==> config.mk <==
export PLATFORM = sky130hd
export DESIGN_NAME = io_block_queue_flat
export DESIGN_NICKNAME = d
export VERILOG_FILES = /design/src/rtl/io_block_queue_if.sv /design/src/rtl/io_block_queue.sv /design/src/flat_wrapper.sv
export SDC_FILE = /design/constraint.sdc
export NUM_CORES = 2
export LEC_CHECK = 0
export CORE_MARGIN = 2
export CORE_UTILIZATION = 50
export CTS_BUF_LIST = sky130_fd_sc_hd__clkbuf_4 sky130_fd_sc_hd__clkbuf_8
export CTS_CLUSTER_DIAMETER = 100
export DETAILED_ROUTE_END_ITERATION = 12
export GPL_TIMING_DRIVEN = 1
export PLACE_DENSITY_LB_ADDON = 0.25
export SYNTH_ARGS = -nofsm -noshare
export SYNTH_HDL_FRONTEND = slang
export SYNTH_SLANG_ARGS = --single-unit
==> constraint.sdc <==
create_clock -name clk -period 33.9 [get_ports clk]
set_input_delay 3.39 -clock clk [delete_from_list [all_inputs] [get_ports clk]]
set_output_delay 3.39 -clock clk [all_outputs]
set_load 0.03 [all_outputs]
==> src/rtl/io_block_queue_if.sv <==
// Host command, SSD sub-request and completion bundle for io_block_queue.
// The queue itself attaches through the slave modport; the host/SSD side uses master.
interface io_block_queue_if #(
    parameter int LBA_W  = 64,
    parameter int LEN_W  = 32,
    parameter int DATA_W = 64
);
    logic              cmd_valid;
    logic              cmd_ready;
    logic [7:0]        cmd_opcode;
    logic [LBA_W-1:0]  cmd_lba;
    logic [LEN_W-1:0]  cmd_length;
    logic [DATA_W-1:0] cmd_data;

    logic              ssd_cmd_valid;
    logic              ssd_cmd_ready;
    logic [7:0]        ssd_opcode;
    logic [LBA_W-1:0]  ssd_lba;
    logic [LEN_W-1:0]  ssd_length;
    logic [DATA_W-1:0] ssd_data;
    logic              ssd_last;
    logic              ssd_done;

    logic              cpl_valid;
    logic              cpl_ready;
    logic [7:0]        cpl_id;
    logic [LEN_W-1:0]  cpl_bytes;

    modport slave (
        input  cmd_valid, cmd_opcode, cmd_lba, cmd_length, cmd_data,
        input  ssd_cmd_ready, ssd_done, cpl_ready,
        output cmd_ready,
        output ssd_cmd_valid, ssd_opcode, ssd_lba, ssd_length, ssd_data, ssd_last,
        output cpl_valid, cpl_id, cpl_bytes
    );

    modport master (
        output cmd_valid, cmd_opcode, cmd_lba, cmd_length, cmd_data,
        output ssd_cmd_ready, ssd_done, cpl_ready,
        input  cmd_ready,
        input  ssd_cmd_valid, ssd_opcode, ssd_lba, ssd_length, ssd_data, ssd_last,
        input  cpl_valid, cpl_id, cpl_bytes
    );
endinterface

==> src/rtl/io_block_queue.sv <==
// Host command FIFO that splits each command into SSD sub-requests which never
// cross a BLOCK_BYTES boundary, limits in-flight sub-requests and returns in-order completions.
module io_block_queue #(
    parameter int DEPTH       = 8,
    parameter int BLOCK_BYTES = 4096,
    parameter int MAX_OUT     = 4,
    parameter int LBA_W       = 64,
    parameter int LEN_W       = 32,
    parameter int DATA_W      = 64
) (
    input  logic                   clk,
    input  logic                   rst,
    io_block_queue_if.slave        bus,
    output logic [$clog2(DEPTH):0] fifo_count,
    output logic [31:0]            cmds_completed,
    output logic                   proto_err
);
    localparam int PTR_W = $clog2(DEPTH);
    localparam int CNT_W = PTR_W + 1;

    typedef enum logic [1:0] {IDLE, ISSUE, DRAIN, CPL} state_t;
    state_t state_reg, state_next;

    logic [7:0]        mem_opcode [DEPTH];
    logic [LBA_W-1:0]  mem_lba    [DEPTH];
    logic [LEN_W-1:0]  mem_length [DEPTH];
    logic [DATA_W-1:0] mem_data   [DEPTH];
    logic [7:0]        mem_id     [DEPTH];

    logic [PTR_W-1:0]  wr_ptr_reg, rd_ptr_reg;
    logic [CNT_W-1:0]  count_reg;
    logic [7:0]        seq_reg;
    logic [LBA_W-1:0]  cur_lba_reg;
    logic [LEN_W-1:0]  remaining_reg, orig_len_reg;
    logic [7:0]        opcode_reg, id_reg;
    logic [DATA_W-1:0] data_reg;
    logic [3:0]        outstanding_reg;
    logic              cpl_valid_reg, proto_err_reg;
    logic [31:0]       cmds_completed_reg;

    logic              push, pop, issue, cpl_fire;
    logic [LBA_W-1:0]  blk_off;
    logic [LEN_W-1:0]  blk_space, chunk;

    assign bus.cmd_ready = (count_reg < CNT_W'(DEPTH));
    assign push          = bus.cmd_valid && bus.cmd_ready;
    assign pop           = (state_reg == IDLE) && (count_reg != '0);

    // Bytes left before the next block boundary bound the size of the current chunk.
    assign blk_off   = cur_lba_reg & LBA_W'(BLOCK_BYTES - 1);
    assign blk_space = LEN_W'(BLOCK_BYTES) - LEN_W'(blk_off);
    assign chunk     = (remaining_reg < blk_space) ? remaining_reg : blk_space;

    assign bus.ssd_cmd_valid = (state_reg == ISSUE) && (outstanding_reg < 4'(MAX_OUT));
    assign bus.ssd_length    = (state_reg == ISSUE) ? chunk : '0;
    assign bus.ssd_last      = (state_reg == ISSUE) && (chunk == remaining_reg);
    assign bus.ssd_opcode    = opcode_reg;
    assign bus.ssd_lba       = cur_lba_reg;
    assign bus.ssd_data      = data_reg;
    assign bus.cpl_valid     = cpl_valid_reg;
    assign bus.cpl_id        = id_reg;
    assign bus.cpl_bytes     = orig_len_reg;
    assign fifo_count        = count_reg;
    assign cmds_completed    = cmds_completed_reg;
    assign proto_err         = proto_err_reg;

    assign issue    = bus.ssd_cmd_valid && bus.ssd_cmd_ready;
    assign cpl_fire = cpl_valid_reg && bus.cpl_ready;

    // Storage has no reset so it can map onto block RAM.
    always_ff @(posedge clk) begin
        if (push) begin
            mem_opcode[wr_ptr_reg] <= bus.cmd_opcode;
            mem_lba[wr_ptr_reg]    <= bus.cmd_lba;
            mem_length[wr_ptr_reg] <= bus.cmd_length;
            mem_data[wr_ptr_reg]   <= bus.cmd_data;
            mem_id[wr_ptr_reg]     <= seq_reg;
        end
    end

    always_comb begin
        state_next = state_reg;
        case (state_reg)
            IDLE:    if (pop) state_next = (mem_length[rd_ptr_reg] == '0) ? CPL : ISSUE;
            ISSUE:   if (issue && bus.ssd_last) state_next = DRAIN;
            DRAIN:   if ((outstanding_reg == 4'd0) || ((outstanding_reg == 4'd1) && bus.ssd_done))
                         state_next = CPL;
            CPL:     if (bus.cpl_ready) state_next = IDLE;
            default: state_next = IDLE;
        endcase
    end

    always_ff @(posedge clk or posedge rst) begin
        if (rst) begin
            state_reg          <= IDLE;
            wr_ptr_reg         <= '0;
            rd_ptr_reg         <= '0;
            count_reg          <= '0;
            seq_reg            <= '0;
            cur_lba_reg        <= '0;
            remaining_reg      <= '0;
            orig_len_reg       <= '0;
            opcode_reg         <= '0;
            id_reg             <= '0;
            data_reg           <= '0;
            outstanding_reg    <= '0;
            cpl_valid_reg      <= 1'b0;
            proto_err_reg      <= 1'b0;
            cmds_completed_reg <= '0;
        end else begin
            state_reg     <= state_next;
            cpl_valid_reg <= (state_next == CPL);

            if (push) begin
                wr_ptr_reg <= wr_ptr_reg + PTR_W'(1);
                seq_reg    <= seq_reg + 8'd1;
            end

            if (pop) begin
                rd_ptr_reg    <= rd_ptr_reg + PTR_W'(1);
                cur_lba_reg   <= mem_lba[rd_ptr_reg];
                remaining_reg <= mem_length[rd_ptr_reg];
                orig_len_reg  <= mem_length[rd_ptr_reg];
                opcode_reg    <= mem_opcode[rd_ptr_reg];
                data_reg      <= mem_data[rd_ptr_reg];
                id_reg        <= mem_id[rd_ptr_reg];
            end else if (issue) begin
                cur_lba_reg   <= cur_lba_reg + LBA_W'(chunk);
                remaining_reg <= remaining_reg - chunk;
            end

            if (push && !pop)      count_reg <= count_reg + CNT_W'(1);
            else if (pop && !push) count_reg <= count_reg - CNT_W'(1);

            // A done with nothing in flight is a protocol violation; the counter saturates at 0.
            if (issue && !bus.ssd_done)                          outstanding_reg <= outstanding_reg + 4'd1;
            else if (!issue && bus.ssd_done && outstanding_reg != 4'd0) outstanding_reg <= outstanding_reg - 4'd1;

            if (bus.ssd_done && (outstanding_reg == 4'd0)) proto_err_reg <= 1'b1;

            if (cpl_fire) cmds_completed_reg <= cmds_completed_reg + 32'd1;
        end
    end
endmodule

==> src/flat_wrapper.sv <==
// flat-port wrapper written by rule: the top's interface ports become plain ports
module io_block_queue_flat 
#(
    parameter int DEPTH       = 8,
    parameter int BLOCK_BYTES = 4096,
    parameter int MAX_OUT     = 4,
    parameter int LBA_W       = 64,
    parameter int LEN_W       = 32,
    parameter int DATA_W      = 64
)
  (clk, rst, fifo_count, cmds_completed, proto_err, bus_cmd_valid, bus_cmd_opcode, bus_cmd_lba, bus_cmd_length, bus_cmd_data, bus_ssd_cmd_ready, bus_ssd_done, bus_cpl_ready, bus_cmd_ready, bus_ssd_cmd_valid, bus_ssd_opcode, bus_ssd_lba, bus_ssd_length, bus_ssd_data, bus_ssd_last, bus_cpl_valid, bus_cpl_id, bus_cpl_bytes);
  io_block_queue_if #(.LBA_W(LBA_W), .LEN_W(LEN_W), .DATA_W(DATA_W)) bus_i ();
  input  logic clk;
  input  logic rst;
  output logic [$clog2(DEPTH):0] fifo_count;
  output logic [31:0] cmds_completed;
  output logic proto_err;
  input wire logic [$bits(bus_i.cmd_valid)-1:0] bus_cmd_valid;
  input wire logic [$bits(bus_i.cmd_opcode)-1:0] bus_cmd_opcode;
  input wire logic [$bits(bus_i.cmd_lba)-1:0] bus_cmd_lba;
  input wire logic [$bits(bus_i.cmd_length)-1:0] bus_cmd_length;
  input wire logic [$bits(bus_i.cmd_data)-1:0] bus_cmd_data;
  input wire logic [$bits(bus_i.ssd_cmd_ready)-1:0] bus_ssd_cmd_ready;
  input wire logic [$bits(bus_i.ssd_done)-1:0] bus_ssd_done;
  input wire logic [$bits(bus_i.cpl_ready)-1:0] bus_cpl_ready;
  output wire logic [$bits(bus_i.cmd_ready)-1:0] bus_cmd_ready;
  output wire logic [$bits(bus_i.ssd_cmd_valid)-1:0] bus_ssd_cmd_valid;
  output wire logic [$bits(bus_i.ssd_opcode)-1:0] bus_ssd_opcode;
  output wire logic [$bits(bus_i.ssd_lba)-1:0] bus_ssd_lba;
  output wire logic [$bits(bus_i.ssd_length)-1:0] bus_ssd_length;
  output wire logic [$bits(bus_i.ssd_data)-1:0] bus_ssd_data;
  output wire logic [$bits(bus_i.ssd_last)-1:0] bus_ssd_last;
  output wire logic [$bits(bus_i.cpl_valid)-1:0] bus_cpl_valid;
  output wire logic [$bits(bus_i.cpl_id)-1:0] bus_cpl_id;
  output wire logic [$bits(bus_i.cpl_bytes)-1:0] bus_cpl_bytes;
  assign bus_i.cmd_valid = bus_cmd_valid;
  assign bus_i.cmd_opcode = bus_cmd_opcode;
  assign bus_i.cmd_lba = bus_cmd_lba;
  assign bus_i.cmd_length = bus_cmd_length;
  assign bus_i.cmd_data = bus_cmd_data;
  assign bus_i.ssd_cmd_ready = bus_ssd_cmd_ready;
  assign bus_i.ssd_done = bus_ssd_done;
  assign bus_i.cpl_ready = bus_cpl_ready;
  assign bus_cmd_ready = bus_i.cmd_ready;
  assign bus_ssd_cmd_valid = bus_i.ssd_cmd_valid;
  assign bus_ssd_opcode = bus_i.ssd_opcode;
  assign bus_ssd_lba = bus_i.ssd_lba;
  assign bus_ssd_length = bus_i.ssd_length;
  assign bus_ssd_data = bus_i.ssd_data;
  assign bus_ssd_last = bus_i.ssd_last;
  assign bus_cpl_valid = bus_i.cpl_valid;
  assign bus_cpl_id = bus_i.cpl_id;
  assign bus_cpl_bytes = bus_i.cpl_bytes;
  io_block_queue #(.DEPTH(DEPTH), .BLOCK_BYTES(BLOCK_BYTES), .MAX_OUT(MAX_OUT), .LBA_W(LBA_W), .LEN_W(LEN_W), .DATA_W(DATA_W)) u_core (.clk(clk), .rst(rst), .bus(bus_i), .fifo_count(fifo_count), .cmds_completed(cmds_completed), .proto_err(proto_err));
endmodule
==> flow_metrics.py <==
metrics = {
    "layout": {
        "stdcell_count": 6270,
        "area_growth_pct": 17.4,
        "layout_commonest_cell": "edfxtp_1",
        "top_regs": "u_core.mem_data (512), u_core.mem_lba (512), u_core.mem_length (256)",
        "num-nets-final": 4537,
        "final_cell_mix": "edfxtp_1 (1408), clkdlybuf4s50_1 (403), mux4_2 (352), clkbuf_8 (313), dfrtp_1 (263)",
        "layout-drive-gt1-share": 0.205,
        "stdcell_area_um2": 79100,
    },
    "floorplan": {
        "core-area_um2": 134000,
        "row_count": 134,
        "fp.dieW_um": 371,
        "die_h_um": 371,
        "ios": 423,
        "start_util": 0.504,
        "die_area_um2": 138000,
    },
    "timing": {
        "max_freq_mhz": 92.8,
        "timing.final.ws_setup_ns": 23.13,
        "finalHoldViolations": 0,
        "max_slew.worst_pin.slew_ns": 1.23,
        "slew_violations": 0,
        "grt_setup_unrepaired": "no",
        "finClkSkew_ns": 0.0625,
        "fin_setup_tns_ns": 0,
        "period_share": 0.318,
        "fin_crit_ns": 10.77,
        "finalSetupViolations": 0,
        "relSlewSlack": 0.159,
    },
    "hold_path": {
        "hold_start": "u_core.cmds_completed[31]",
        "worstHoldEndpoint": "u_core.cmds_completed[31]",
        "holdPathStages": 1,
        "hold_class": "register to register",
    },
    "cts": {
        "cts_tree": "done",
        "cts_buffer_depth": 4,
        "h-tree-depth": 5,
        "clock_sinks": 1674,
        "worst_skew_pair.late_latency_ns": 0.98,
        "cts_made_buffers": 291,
        "post_cts_buffers": 0,
        "ctsHoldBuffers": 0,
        "cts.repair.resized": 0,
        "cts.clk_slew.worst_paths_ns": 0.06,
        "clock_tree.root_cell": "clkbuf_8",
    },
    "critical_path": {
        "reg2reg_from": "u_core.bus.ssd_lba[1]",
        "start_kind": "register",
        "required_ns": 30.51,
        "crit_fanout": 13,
        "crit_type": "register to output port",
        "ff2ff_path_depth": 26,
        "r2r-end": "u_core.bus.ssd_lba[38]",
        "regToRegSetupSlack_ns": 26.94,
        "endpoint_kind": "output port",
        "cp.arrival_ns": 7.38,
    },
    "placement": {
        "gp_congestion": 0.895,
        "dp.cells": 5766,
        "hpwl_mm": 92.5,
        "portBuffers": 403,
        "dp_slack_ns": 24.07,
        "placed_area_um2": 73500,
    },
    "routing": {
        "via_per_inst": 5.82,
        "totalWireLength_mm": 160,
        "first_pass_iters": 7,
        "drt-initial-drc-count": 3121,
        "ant_nets": 0,
        "vias": 36500,
        "drc_errors": 0,
        "wl_per_cell_um": 25.5,
    },
    "pwr": {
        "p_leak_nw": 26.7,
        "peakVddDrop_v": 0.0000444,
        "powerDensity_nw_per_um2": 68.1,
    },
    "global_routing": {
        "grt_use_total": 0.233,
        "grt_pass1_vias": 37300,
        "antenna_found_initial": 39,
        "grt_overflow": 0,
        "grt_pass1_wl_mm": 236,
        "grt_max_degree": 125,
    },
    "yosys": {
        "synthMuxAreaShare": 0.143,
        "netlist.area_leader.share": 0.627,
        "synth_compound_area_frac": 0.0464,
        "synth_area_per_cell_um2": 18.3,
        "yosys-top-cells-area": "edfxtp_1 (63%), mux4_2 (12%), dfrtp_1 (9.9%)",
        "synth_edf_count": 1408,
        "synthesis.area_um2": 67400,
        "ys.flop_type": "edfxtp_1",
        "synth_top_area_cell": "edfxtp_1",
        "seq_area_frac_synth": 0.726,
        "synth_fa_ha_area_frac": 0.0137,
        "ys_warn_count": 0,
        "synth_cells": 3687,
        "synth_top_family_by_area": "multiplexers",
        "ys_ff_latch": 1674,
        "synth-async-reset-ratio": 0.159,
        "synth_cell_type_count": 77,
        "synth_xor_area_frac": 0.0123,
        "synthSimpleGateAreaFrac": 0.0416,
    },
    "outcome": {
        "status": "finished clean",
    },
    "flow_run": {
        "max_cap_viol_count": 0,
    },
}
[cell type report]
type | instances | area [um^2]
Fill cell | 9865 | 54500
Sequential cell | 1674 | 48900
Multi-Input combinational cell | 1796 | 17500
Clock buffer | 426 | 5160
Timing Repair Buffer | 468 | 4600
Tap cell | 1768 | 2210
Clock inverter | 71 | 380
Inverter | 60 | 240
Antenna cell | 7 | 17.5
[cell usage after synthesis (32+ instances only)]
cell,count
nand2_1,220
dfrtp_1,266
nor2b_1,33
edfxtp_1,1408
xnor2_1,57
o21ai_0,152
ha_1,69
mux4_2,352
a211oi_1,41
inv_1,60
nor2_1,125
nand3_1,42
clkbuf_1,104
nor3_1,32
xor2_1,38
a21oi_1,91
a21o_1,41
buf_2,40
mux2i_1,160
[layer usage]
metal | vias up | global-route usage | part of all wire
li1 | 16000 | - | -
met4 | 50 | 0.0749 | 0.025
met5 | - | 0 | 0.0020
met1 | 18800 | 0.317 | 0.41
met3 | 342 | 0.0699 | 0.088
met2 | 1310 | 0.362 | 0.47
[logic make-up after synthesis]
group,Yosys count
xor gates and xnor gates,95
and+or+nand+nor,588
adders and majority gates,72
buffers and inverters,254
muxes,522
other,1
AOI/OAI and AO/OA,481
DFF,1674
[power by group]
| part | total [mW] | internal, mW | switching (mW) |
|---|---|---|---|
| clock network | 1.76 | 0.985 | 0.777 |
| logic | 1.04 | 0.386 | 0.649 |
| registers | 2.59 | 2.47 | 0.117 |
[worst max-delay path by stage]
stage | slack [ns] | endpoint | from
2_1_floorplan | 17.08 | u_core.mem_data[0][0] | bus_cmd_valid
3_3_place_gp | 24.10 | bus_ssd_last | u_core.bus.ssd_lba[1]
3_5_place_dp | 24.07 | bus_ssd_last | u_core.bus.ssd_lba[1]
4_1_cts | 22.95 | bus_ssd_last | u_core.bus.ssd_lba[1]
5_1_grt | 22.56 | bus_ssd_last | u_core.bus.ssd_lba[1]
6_report | 23.13 | bus_ssd_last | u_core.bus.ssd_lba[1]
[stage by stage]
stage	hold slack (ns)	util	power (mW)
after floorplan	0.473	-	3.32
after global placement	0.458	0.550	3.63
after detailed placement	0.459	0.550	3.65
after CTS	0.468	0.592	5.43
after global routing	0.486	0.592	5.64
final	0.467	0.592	5.39
[critical path: stages, from the launching register on]
cell	delay, ns
dfrtp_1	0.43
inv_1	0.13
ha_1	0.19
nor3b_1	0.45
nand2_1	0.22
nor4_1	0.28
xnor2_1	0.20
inv_1	0.08
ha_1	0.31
nor2b_1	0.13
o21ai_0	0.14
nand2b_1	0.11
a2111oi_4	0.36
o31a_4	0.34
mux2_2	0.39
ha_1	0.33
nand4_1	0.12
or4b_2	0.64
nor4b_1	0.75
clkdlybuf4s50_1	0.82
Note: power is estimated with default switching activity, not from simulation.
